$ cat src/rtl/imem_loader.sv
// Instruction-memory program loader: assembles a framed, XOR-checksummed byte
// stream into little-endian words, writes them out and gates the core's reset.
module imem_loader #(
    parameter int         DEPTH     = 256,
    parameter int         ADDR_W    = $clog2(DEPTH),
    parameter logic [7:0] SYNC_BYTE = 8'hA5
) (
    input  logic              clk,
    input  logic              reset,
    input  logic [7:0]        rx_data,
    input  logic              rx_valid,
    output logic              rx_ready,
    output logic              mem_we,
    output logic [ADDR_W-1:0] mem_addr,
    output logic [31:0]       mem_wdata,
    output logic              core_reset,
    output logic              load_done,
    output logic              load_error
);

    typedef enum logic [2:0] {
        S_SYNC, S_LEN0, S_LEN1, S_DATA, S_WR, S_CSUM, S_DONE, S_ERR
    } state_t;

    state_t              state_q;
    logic [15:0]         count_q;
    logic [ADDR_W:0]     widx_q;     // one extra bit so COUNT==DEPTH never wraps
    logic [1:0]          bidx_q;
    logic [31:0]         word_q;
    logic [7:0]          csum_q;
    logic                rx_ready_q, mem_we_q, core_reset_q, load_done_q, load_error_q;
    logic [ADDR_W-1:0]   mem_addr_q;
    logic [31:0]         mem_wdata_q;

    logic                accept;
    logic [31:0]         word_d;
    logic [7:0]          csum_d;
    logic [15:0]         count_d;
    logic                last_word;

    assign accept    = rx_valid && rx_ready_q;
    assign csum_d    = csum_q ^ rx_data;
    assign count_d   = {rx_data, count_q[7:0]};
    assign last_word = (16'(widx_q) + 16'd1) == count_q;

    always_comb begin
        word_d                 = word_q;
        word_d[8*bidx_q +: 8]  = rx_data;
    end

    always_ff @(posedge clk) begin
        if (reset) begin
            state_q      <= S_SYNC;
            count_q      <= '0;
            widx_q       <= '0;
            bidx_q       <= '0;
            word_q       <= '0;
            csum_q       <= '0;
            rx_ready_q   <= 1'b1;
            mem_we_q     <= 1'b0;
            mem_addr_q   <= '0;
            mem_wdata_q  <= '0;
            core_reset_q <= 1'b1;
            load_done_q  <= 1'b0;
            load_error_q <= 1'b0;
        end else begin
            mem_we_q   <= 1'b0;
            rx_ready_q <= 1'b1;
            case (state_q)
                S_SYNC, S_DONE, S_ERR: begin
                    // Any non-sync byte here is line noise and is dropped.
                    if (accept && rx_data == SYNC_BYTE) begin
                        state_q      <= S_LEN0;
                        csum_q       <= '0;
                        widx_q       <= '0;
                        bidx_q       <= '0;
                        core_reset_q <= 1'b1;
                        load_done_q  <= 1'b0;
                        load_error_q <= 1'b0;
                    end
                end
                S_LEN0: begin
                    if (accept) begin
                        count_q <= {8'h00, rx_data};
                        state_q <= S_LEN1;
                    end
                end
                S_LEN1: begin
                    if (accept) begin
                        count_q <= count_d;
                        if (count_d == 16'd0) begin
                            state_q <= S_CSUM;
                        end else if (count_d > 16'(DEPTH)) begin
                            state_q      <= S_ERR;
                            load_error_q <= 1'b1;
                            load_done_q  <= 1'b0;
                            core_reset_q <= 1'b1;
                        end else begin
                            state_q <= S_DATA;
                        end
                    end
                end
                S_DATA: begin
                    if (accept) begin
                        word_q <= word_d;
                        csum_q <= csum_d;
                        if (bidx_q == 2'd3) begin
                            state_q     <= S_WR;
                            rx_ready_q  <= 1'b0;
                            mem_we_q    <= 1'b1;
                            mem_addr_q  <= widx_q[ADDR_W-1:0];
                            mem_wdata_q <= word_d;
                        end else begin
                            bidx_q <= bidx_q + 2'd1;
                        end
                    end
                end
                S_WR: begin
                    widx_q  <= widx_q + 1'b1;
                    bidx_q  <= '0;
                    state_q <= last_word ? S_CSUM : S_DATA;
                end
                S_CSUM: begin
                    if (accept) begin
                        if (rx_data == csum_q) begin
                            state_q      <= S_DONE;
                            core_reset_q <= 1'b0;
                            load_done_q  <= 1'b1;
                            load_error_q <= 1'b0;
                        end else begin
                            state_q      <= S_ERR;
                            core_reset_q <= 1'b1;
                            load_done_q  <= 1'b0;
                            load_error_q <= 1'b1;
                        end
                    end
                end
                default: state_q <= S_SYNC;
            endcase
        end
    end

    assign rx_ready   = rx_ready_q;
    assign mem_we     = mem_we_q;
    assign mem_addr   = mem_addr_q;
    assign mem_wdata  = mem_wdata_q;
    assign core_reset = core_reset_q;
    assign load_done  = load_done_q;
    assign load_error = load_error_q;

endmodule
$ cat config.mk
export PLATFORM = sky130hd
export DESIGN_NAME = imem_loader
export DESIGN_NICKNAME = d
export VERILOG_FILES = /design/src/rtl/imem_loader.sv
export SDC_FILE = /design/constraint.sdc
export NUM_CORES = 1
export LEC_CHECK = 0
export CORE_ASPECT_RATIO = 0.7
export CORE_MARGIN = 1
export CORE_UTILIZATION = 56
export CTS_CLUSTER_SIZE = 25
export DETAILED_ROUTE_END_ITERATION = 8
export PLACE_DENSITY = 0.79
export RECOVER_POWER = 25
export SETUP_SLACK_MARGIN = 0.1
export SLEW_MARGIN = 20
export SYNTH_ARGS = -nofsm -noshare
export SYNTH_HDL_FRONTEND = slang
export SYNTH_SLANG_ARGS = --single-unit
$ cat constraint.sdc
create_clock -name clk -period 4.5 [get_ports clk]
set_clock_uncertainty 0.2 [all_clocks]
set_input_delay 0.45 -clock clk [delete_from_list [all_inputs] [get_ports clk]]
set_output_delay 0.45 -clock clk [all_outputs]
set_load 0.005 [all_outputs]
# Word level (Yosys, flattened, before mapping)
# Index checks and enable logic that the tools add are counted.
# W data, S select, Z words.
word_totals:
  regBits: 115
  input_bits: 11
  wordCells: 106
classes:
  add_sub_neg: 4
  magnitude_cmp: 1
  n_eq_ne: 20
  shifts: 2
  muxes: 41
  bitwise: 4
  n_reduce_logical: 20
op_table:
  columns: ["operator", "count"]
  rows:
  - ["$neg A5 Y34", 1]
  - ["$shift A8 B34 Y32 const A", 1]
  - ["$shiftx A8 B34 Y32", 1]
  - ["$bwmux W32", 1]
  - ["$mux W16", 2]
  - ["$pmux W16 S2", 1]
  - ["$mux W3", 9]
  - ["$ne A2 B2 Y1 const B", 9]
  - ["$pmux W3 S6", 1]
  - ["$pmux W9 S2", 1]
  - ["$eq A10 B16 Y1", 1]
  - ["$gt A16 B9 Y1 const B", 1]
  - ["$logic_not A16 Y1", 1]
  - ["$mux W8", 2]
  - ["$pmux W8 S2", 1]
  - ["$mux W1", 15]
  - ["$eq A3 B3 Y1 const B", 4]
  - ["$reduce_and A3 Y1", 4]
  - ["$reduce_and A6 Y1", 2]
  - ["$add A9 B1 Y10 const B", 1]
  - ["$add A9 B1 Y9 const B", 1]
  - ["$mux W9", 1]
  - ["$pmux W1 S3", 3]
  - ["$eq A8 B8 Y1", 1]
  - ["other kinds (16)", 27]

# Longest topological paths before layout
# Gate-level depths: netlist (run 1).
depth:
  word_depth: 5
  mapped_depth: 9
  ltp_nobuf: 7

# Worst setup path after synthesis (run 1)
# Ideal clock, no wire load.
synth_timing:
  path_type: "register -> register"
  start: "register widx_q[1]"
  end: "register state_q[2]"
  setup_time_ns: 0.086
  t_arrival_ns: 2.201
  required_time_ns: 4.214
  slack_ns: 2.013
  stages_incl_launch_ff: 10
  path_buffers: 2
  period_less_slack_ns: 2.487
  cell_sequence: "dfxtp_1 -> ha_1 -> buf_2 -> and3_1 -> clkbuf_1 -> nand4_1 -> xnor2_1 -> a31o_2 -> or4_1 -> a211oi_1"
synth_between:
  elab_chain_len: 4
synth_rtl:
  columns: ["element", "line_no", "source"]
  rows:
  - ["start, declared", "27", "logic [ADDR_W:0] widx_q;"]
  - ["start signal, assigned", "119", "widx_q <= widx_q + 1'b1;"]
  - ["$add A9 B1 Y10", "44", "assign last_word = (16'(widx_q) + 16'd1) == count_q;"]
  - ["$eq A10 B16 Y1", "44", null]
  - ["$mux W3", "121", "state_q <= last_word ? S_CSUM : S_DATA;"]
  - ["$pmux W3 S6", "69", "case (state_q)"]
  - ["end signal, assigned", "121", null]
  - ["end, declared", "25", "state_t state_q;"]
# Every way passes these cells.
# A chain may end at the register's enable or synchronous reset.

# Worst setup path after layout (run 1)
layout_timing:
  start: "register state_q[1]"
  end: "register mem_wdata_q[17], in the netlist mem_wdata[17]"
layout_between:
  elab_chain_len: 2
layout_rtl:
  columns: ["element", "line_no", "source"]
  rows:
  - ["$eq A3 B2 Y1", "69", null]
  - ["$reduce_and A3 Y1 (no source line)", null, null]
  - ["end signal, assigned", "112", "mem_wdata_q <= word_d;"]
  - ["end, declared", "33", "logic [31:0] mem_wdata_q;"]
# Every way passes these cells.

==> results of run 1 <==
==> cells in the final DEF (no fill, tap or decap), drive strengths merged, types with 3 or more instances in the layout <==
cell type / n
o21ai: 13
ha: 7
a22oi: 10
a311oi: 4
nand3b: 3
nor2: 100
nand3: 13
a211oi: 67
buf: 8
inv: 17
nand2: 51
or4: 6
dlygate4sd3: 40
xor2: 9
and3: 3
nor2b: 34
clkinv: 5
or3: 5
bufinv: 4
xnor2: 5
a21oi: 72
dfxtp: 115
nor4: 5
and2: 4
nand4: 4
clkdlybuf4s50: 14
nor3: 11
clkbuf: 23
==> cells in the mapped netlist, types with 2 or more instances <==
master / instances
dfxtp_1: 115
nor2_1: 100
a21oi_1: 72
a211oi_1: 67
nand2_1: 51
clkbuf_1: 45
nor2b_1: 34
inv_1: 17
nand3_1: 13
o21ai_0: 13
nor3_1: 11
a22oi_1: 10
xor2_1: 9
ha_1: 7
nor4_1: 5
or3_1: 5
or4_1: 5
xnor2_1: 5
a311oi_1: 4
and2_1: 4
nand4_1: 4
and3_1: 3
buf_2: 3
nand3b_1: 3
a221oi_1: 2
a32o_1: 2
mux2i_1: 2
o21ba_2: 2
o22ai_1: 2
o41ai_1: 2
==> logic make-up (layout without fill, tap and decap cells) <==
group                      after synthesis  in the layout  synth area share [%]
AOI/OAI and AO/OA                      192            192                  24.3
xor gates and xnor gates                14             14                  2.35
adders and majority gates                7              7                  1.68
buffers and inverters                   67            111                  4.97
DFF                                    115            115                  44.2
muxes                                    2              2                 0.384
and+or+nand+nor                        244            244                  22.1
==> flip-flops by register name, summed over array words and instances, names as in the netlist <==
| register | count |
|---|---|
| count_q | 16 |
| state_q | 3 |
| rx_ready | 1 |
| core_reset | 1 |
| mem_addr | 8 |
| word_q | 32 |
| mem_we | 1 |
| widx_q | 9 |
| mem_wdata | 32 |
| load_done | 1 |
| bidx_q | 2 |
| csum_q | 8 |
| load_error | 1 |
==> per-layer routing <==
metal | vias up | track usage [%] | wire [µm] | part of all wire [%]
li1 | 2344 | - | - | -
met1 | 2267 | 38.5 | 6230 | 47
met2 | 221 | 41.7 | 5620 | 42
met3 | 25 | 7.83 | 1250 | 9.4
met4 | 0 | 11.9 | 213 | 1.6
met5 | - | 0 | 0 | 0
==> final cells by class <==
class	count	area, µm²
repair buffers	62	601
multi-input cells	459	2660
well taps	124	155
clock inverters	9	149
flip-flops and latches	115	2300
fillers	693	2610
inverters	17	63.8
clock buffers	23	498
==> worst paths after layout <==
| kind | startpoint | end | slack (ps) |
|---|---|---|---|
| max | state_q[1] | mem_wdata[17] | 1410 |
| min | mem_addr[5] | mem_addr[5] | 250 |
| max reg2reg | state_q[1] | mem_wdata[17] | 1410 |
| min reg2reg | mem_addr[5] | mem_addr[5] | 250 |
==> power by group through the flow <==
stage	sequential (W)	combinational, W	clock (W)
3_3_place_gp	0.00104	0.0000565	0
4_1_cts	0.00102	0.0000578	0.00147
2_1_floorplan	0.00104	0.0000356	0
6_report	0.00102	0.0000598	0.00146
3_5_place_dp	0.00104	0.0000574	0
5_1_grt	0.00102	0.0000629	0.00152
==> per-stage QoR <==
stage	area, µm²	instances	hold WS [ps]
floorplan	5210	641	232
global placement	5780	777	236
detailed placement	5780	777	245
CTS	6430	809	253
global route	6430	809	275
finish	6430	809	248
==> critical path, stage by stage, from the launching register on <==
cell and delay, ps:
dfxtp_1 590, nand3_1 560, nor2_4 240, and2_2 590, buf_4 470, nor2_1 90, a211oi_1 240
==> impl_metrics.py, run 1 <==
metrics = {
    "logic_synthesis": {
        "yosysSeqAreaShare_pct": 44.2,
        "syn_inst": 641,
        "synth.largest_area_cell": "dfxtp_1",
        "synth.net_count": 659,
        "synth_seq_cells": 115,
        "async_flop_share_pct": 0,
        "ys_warn_count": 0,
        "ys.flop_type": "dfxtp_1",
        "synth_edf_count": 0,
        "synth.distinct_cells": 54,
        "syn_area_um2": 5210,
        "synth_top_area_share_pct": 44.2,
        "synthTopCellsByArea": "dfxtp_1, a211oi_1, nor2_1",
        "syn_avg_cell_area_um2": 8.13,
    },
    "clocking": {
        "cts_resized": 0,
        "cts_hold_buf": 0,
        "cts_tree": "yes",
        "post-cts-setup-buffer-count": 0,
        "cts.clk_slew.worst_paths_ps": 50,
        "clock_path_buffers": 2,
        "cts_root_buf": "clkbuf_16",
        "cts_num_sinks": 115,
        "clock_latency_ps": 420,
        "cts_made_buffers": 17,
        "htree_levels": 4,
    },
    "power_and_ir_drop": {
        "total_leakage_power_nw": 2.30,
        "switching_share_pct": 20.1,
        "p_int_w": 0.00203,
        "pwr-share-seq_pct": 40.1,
        "peakVddDrop_v": 0.000289,
        "p_per_area_nw_per_um2": 395,
        "clkPwrFrac_pct": 57.5,
        "power_frac_comb_pct": 2.4,
        "total_power_w": 0.00254,
        "p_switching_w": 0.000510,
    },
    "sta": {
        "tns_ps": 0,
        "hold_viol": 0,
        "drv_slew": 0,
        "fin_crit_sh_pct": 68.6,
        "setup_viol": 0,
        "setup_ws_ps": 1410,
        "period_needed_ps": 3090,
        "worst_slew_pin_slew_ps": 1090,
        "slew_headroom_pct": 26.7,
        "max_freq_mhz": 324,
        "grt_setup_unrepaired": "false",
    },
    "place": {
        "place_worst_setup_slack_ps": 1310,
        "dpl.hpwl_um": 8570,
        "port_buffers": 55,
        "gp_congestion": 0.922,
    },
    "critical_path": {
        "worstSetupStartpointType": "flop",
        "cp_data_required_time_ps": 4620,
        "worst-path-max-fanout": 40,
        "crit_type": "reg -> reg",
        "end_kind": "flop",
        "ff2ff_path_depth": 6,
        "worstPathArrival_ps": 3210,
    },
    "floorplan": {
        "fp-row-count": 29,
        "core_region_area_um2": 9030,
        "initial_core_util_pct": 57.7,
        "die_w_um": 117,
        "fp.dieArea_um2": 9700,
        "io_pins": 56,
        "chipHeight_um": 82.7,
    },
    "finish": {
        "area_delta_synth_final_pct": 23.3,
        "nets": 690,
        "antenna_cells": 0,
        "drive_above_1_share_pct": 6.86,
        "fin_util_pct": 71.1,
    },
    "global_route": {
        "grt_pass1_vias": 4317,
        "antenna_found_initial": 0,
        "grt_max_degree": 81,
        "overflow": 0,
        "grtUsageTotal_pct": 28.1,
        "grt_pass1_wl_um": 21100,
    },
    "min_path": {
        "hold_path.class": "reg -> reg",
        "min_path_cells": 2,
    },
    "outcome": {
        "status": "complete, no violations",
    },
    "drt": {
        "drt-pass1-iter-count": 7,
        "antenna_left": 0,
        "num_vias": 4857,
        "vias_per_cell": 6.00,
        "finalWirelength_um": 13300,
        "drc_errors": 0,
        "dr.first_iter.drc_count": 680,
        "wl_per_cell_um": 16.5,
    },
    "run": {
        "maxCapViolCount": 0,
    },
}
No activity file was read; power rests on OpenSTA's default activity.
==> run 2: changes to the inputs <==
- clock period: 4.5 -> 3.1 ns (I/O delays scaled with it)
==> run 2 against run 1 <==
Utilization grew 1.1 points; register-to-register slack lost 1000 ps; non-clock buffer count grew 19; global-route usage grew 1.5 points; first-iteration DRC count shrank 14%; routed wire length grew 4.2%; critical path type unchanged; via count grew 2.4%; sequential power grew 45%; worst setup slack lost 1000 ps; largest power group unchanged.
==> impl_metrics.py, run 2 (synthesized netlist as in run 1, its figures left out) <==
metrics = {
    "critical_path": {
        "timing.rr.start": "widx_q[1]",
        "crit_path_start": "widx_q[1]",
        "slowest_delay_ps": 470,
        "worstPathArrival_ps": 2860,
        "ff2ff_path_depth": 7,
        "worst-path-max-fanout": 8,
        "worstSetupStartpointType": "flop",
        "cp_data_required_time_ps": 3230,
        "reg2reg_to": "state_q[2]",
        "crit_type": "reg -> reg",
        "r2r_slack_ps": 370,
        "cp_slowest_cell": "or4_1",
        "end_kind": "flop",
        "path_cells": "ha_1 > and3_1 > nand4_1 > xnor2_1 > a31o_2 > or4_1 > a211oi_1",
        "endpoint": "state_q[2]",
    },
    "sta": {
        "slew_headroom_pct": 58.2,
        "whs_ps": 195,
        "grt_setup_unrepaired": "false",
        "drv_slew": 0,
        "fin_crit_sh_pct": 88.0,
        "setup_ws_ps": 373,
        "worst_slew_pin_slew_ps": 627,
        "tns_ps": 0,
        "period_needed_ps": 2730,
        "setup_viol": 0,
        "max_freq_mhz": 367,
        "hold_viol": 0,
    },
    "floorplan": {
        "core_region_area_um2": 9030,
        "fp.dieArea_um2": 9700,
        "initial_core_util_pct": 57.7,
        "chipHeight_um": 82.7,
        "fp-row-count": 29,
        "die_w_um": 117,
        "io_pins": 56,
    },
    "clocking": {
        "post-cts-setup-buffer-count": 0,
        "cts_hold_buf": 0,
        "cts_resized": 0,
        "cts_made_buffers": 17,
        "clock_path_buffers": 2,
        "cts_tree": "yes",
        "clock_latency_ps": 420,
        "cts.clk_slew.worst_paths_ps": 50,
        "cts_root_buf": "clkbuf_16",
        "cts_num_sinks": 115,
        "htree_levels": 4,
    },
    "finish": {
        "antenna_cells": 0,
        "drive_above_1_share_pct": 9.38,
        "fillers": 684,
        "nets": 709,
        "area_delta_synth_final_pct": 25.2,
        "layout_common_cells": "dfxtp_1, nor2_1, a21oi_1, a211oi_1, nand2_1",
        "final_common_cell": "dfxtp_1",
        "fin_util_pct": 72.2,
    },
    "drt": {
        "num_vias": 4974,
        "antenna_left": 0,
        "dr.first_iter.drc_count": 586,
        "drt-pass1-iter-count": 5,
        "finalWirelength_um": 13900,
        "drc_errors": 0,
        "vias_per_cell": 6.01,
        "wl_per_cell_um": 16.8,
    },
    "place": {
        "dpl.hpwl_um": 9240,
        "port_buffers": 55,
        "place_worst_setup_slack_ps": 412,
        "gp_congestion": 0.909,
    },
    "min_path": {
        "hold_path.class": "in -> reg",
    },
    "power_and_ir_drop": {
        "total_leakage_power_nw": 2.37,
        "p_per_area_nw_per_um2": 543,
        "total_power_w": 0.00354,
        "peakVddDrop_v": 0.000430,
    },
    "outcome": {
        "status": "complete, no violations",
    },
    "global_route": {
        "overflow": 0,
        "grt_pass1_wl_um": 22100,
        "antenna_found_initial": 0,
        "grt_pass1_vias": 4336,
        "grtUsageTotal_pct": 29.5,
        "grt_max_degree": 59,
    },
    "run": {
        "maxCapViolCount": 0,
    },
}
-- run 2: area by class of cell --
cell class	count	area [µm²]	share of cell area, %
multi-input combinational	459	2660	40.8
clock buffer	23	498	7.63
timing repair buffer	81	743	11.4
sequential	115	2300	35.3
inverter	17	63.8	0.978
tap	124	155	2.38
clock inverter	9	101	1.55
-- run 2: worst max-delay path: cells and delay by family (launching register included) --
kind / cells / cell delay, ps
AOI/OAI and AO/OA: 2 / 450
xor gates and xnor gates: 1 / 180
adders and majority gates: 1 / 370
DFF: 1 / 460
and+or+nand+nor: 3 / 980
-- run 2: metal layers --
layer / part of all wire (%) / global-route usage, % / vias to the layer above / wire length (µm)
li1: - / - / 2392 / -
met1: 47 / 40.3 / 2332 / 6520
met2: 42 / 43.3 / 220 / 5870
met3: 8.6 / 9.55 / 30 / 1200
met4: 2.1 / 11.6 / 0 / 287
met5: 0 / 0 / - / 0
-- run 2: per-stage QoR --
stage                     instance area [µm²]  instances
after floorplan                          5210        641
after global placement                   5920        796
after detailed placement                 5920        796
after global routing                     6520        828
after CTS                                6520        828
final                                    6520        828
-- run 2: how the worst min path moves through the flow --
stage / to / cells past startpoint / start / slack (ps)
2_1_floorplan: csum_q[1] / 2 / csum_q[1] / 230
3_3_place_gp: load_done / 1 / load_done / 240
3_5_place_dp: load_done / 1 / load_done / 250
4_1_cts: widx_q[1] / 2 / reset / 190
5_1_grt: widx_q[1] / 2 / reset / 220
6_report: count_q[13] / 2 / reset / 190
-- run 2: power by group --
group / switching (W) / internal [W] / total, W
sequential: 0.000000573 / 0.00148 / 0.00148
clock: 0.000680 / 0.00128 / 0.00196
combinational: 0.0000680 / 0.0000301 / 0.0000980
total: 0.000748 / 0.00279 / 0.00354
==> run 3: changes to the inputs <==
- clock period: 3.1 -> 2.7 ns (I/O delays scaled with it)
==> run 3 against run 2 <==
Worst setup slack got worse by 150 ps; combinational power grew 16%; via count is 2.4% higher; fmax rose by 10%; non-clock buffer count up 5; sequential cell count unchanged; critical path type unchanged; critical endpoint unchanged; largest power group unchanged.
==> impl_metrics.py, run 3 (synthesized netlist as in run 1, its figures left out) <==
metrics = {
    "outcome": {
        "status": "complete, no violations",
    },
    "place": {
        "port_buffers": 55,
        "dpl.hpwl_um": 9320,
        "gp_congestion": 0.918,
        "dp.cells": 801,
    },
    "run": {
        "maxCapViolCount": 0,
    },
    "min_path": {
        "hold_path.class": "in -> reg",
    },
    "critical_path": {
        "crit_family": "simple AND/OR/NAND/NOR gates",
        "crit_type": "reg -> reg",
        "worstPathArrival_ps": 2610,
        "cp_slowest_cell": "or4_1",
        "r2r_slack_ps": 220,
        "worst-path-max-fanout": 8,
        "cp.buffers_inverters": 0,
        "end_kind": "flop",
        "slowest_delay_ps": 520,
        "cp_data_required_time_ps": 2830,
        "worstSetupStartpointType": "flop",
        "path_cells": "ha_2 > and3_1 > nand4_1 > xnor2_1 > a31o_2 > or4_1 > a211oi_1",
    },
    "power_and_ir_drop": {
        "peakVddDrop_v": 0.000440,
        "p_per_area_nw_per_um2": 622,
        "total_power_w": 0.00410,
        "total_leakage_power_nw": 2.40,
    },
    "finish": {
        "fin_cells": 833,
        "antenna_cells": 0,
        "final_common_cell": "dfxtp_1",
        "layout_common_cells": "dfxtp_1, nor2_1, a21oi_1, a211oi_1, nand2_1",
        "fillers": 661,
        "seq_area_um2": 2300,
        "fin_util_pct": 73.0,
        "multiInputGateArea_um2": 2660,
        "drive_above_1_share_pct": 10.6,
        "area_delta_synth_final_pct": 26.6,
        "nets": 714,
    },
    "drt": {
        "num_vias": 5091,
        "finalWirelength_um": 14100,
        "drc_errors": 0,
        "drt-pass1-iter-count": 5,
        "vias_per_cell": 6.11,
        "dr.first_iter.drc_count": 462,
        "antenna_left": 0,
        "wl_per_cell_um": 16.9,
    },
    "clocking": {
        "cts_num_sinks": 115,
        "cts.clk_slew.worst_paths_ps": 60,
        "cts_root_buf": "clkbuf_16",
        "clock_latency_ps": 420,
        "cts_tree": "yes",
        "post-cts-setup-buffer-count": 0,
        "clock_path_buffers": 2,
        "cts_made_buffers": 17,
        "htree_levels": 4,
    },
    "sta": {
        "setup_viol": 0,
        "drv_slew": 0,
        "tns_ps": 0,
        "max_freq_mhz": 404,
        "period_needed_ps": 2480,
        "worst_slew_pin_slew_ps": 702,
        "hold_viol": 0,
        "fin_crit_sh_pct": 91.7,
        "whs_ps": 180,
        "grt_setup_unrepaired": "false",
        "slew_headroom_pct": 53.2,
    },
    "floorplan": {
        "die_w_um": 117,
        "chipHeight_um": 82.7,
        "core_region_area_um2": 9030,
        "io_pins": 56,
        "fp.dieArea_um2": 9700,
        "initial_core_util_pct": 57.7,
        "fp-row-count": 29,
    },
    "global_route": {
        "grt_pass1_vias": 4386,
        "antenna_found_initial": 0,
        "grt_max_degree": 70,
        "grt_pass1_wl_um": 21800,
        "overflow": 0,
        "grtUsageTotal_pct": 29.1,
    },
}
run 3: cell count changes in the layout (fill, tap and decap cells not counted), sizes merged:
cell,before,now
inv,17,21
clkdlybuf4s50,17,14
clkinv,6,5
clkinvlp,1,3
clkbuf,23,17
bufinv,2,3
buf,27,32
dlygate4sd3,37,40
run 3: routing by layer:
metal / routed length [µm] / vias to the layer above / share of wire (%) / global-route usage [%]
met5: 0 / - / 0 / 0
met4: 286 / 0 / 2.0 / 13.2
met3: 1220 / 34 / 8.6 / 5.63
met2: 6170 / 243 / 44 / 44.5
met1: 6440 / 2413 / 46 / 40.0
li1: - / 2401 / - / -
run 3: path summary, 6_finish.rpt:
check,end,start,cells after the start
worst min register to register,mem_addr[2],mem_addr[2],2
worst max register to register,state_q[2],widx_q[1],7
worst min-delay path,count_q[15],reset,2
worst max-delay path,state_q[2],widx_q[1],7
run 3: metrics by stage:
step / worst slack (ps) / instance area [µm²]
4_1_cts: 183 / 6590
6_report: 225 / 6600
3_3_place_gp: 135 / 5990
3_5_place_dp: 63.8 / 5990
5_1_grt: 110 / 6600
2_1_floorplan: 213 / 5210
run 3: cell type report:
| class | instances | area share [%] |
|---|---|---|
| clock buffer | 17 | 6.45 |
| clock inverter | 15 | 2.73 |
| sequential | 115 | 34.9 |
| inverter | 17 | 0.967 |
| timing repair buffer | 86 | 12.2 |
| multi-input combinational | 459 | 40.4 |
| tap | 124 | 2.35 |
run 3: what timing repair did:
action                     in CTS  in global routing
resized for setup               0                  3
setup endpoints to repair       0                  1
hold buffers                    0                  0
run 3: report_power, final:
group | internal [W] | switching (W)
clock | 0.00146 | 0.000834
combinational | 0.0000355 | 0.0000784
sequential | 0.00170 | 0.000000611
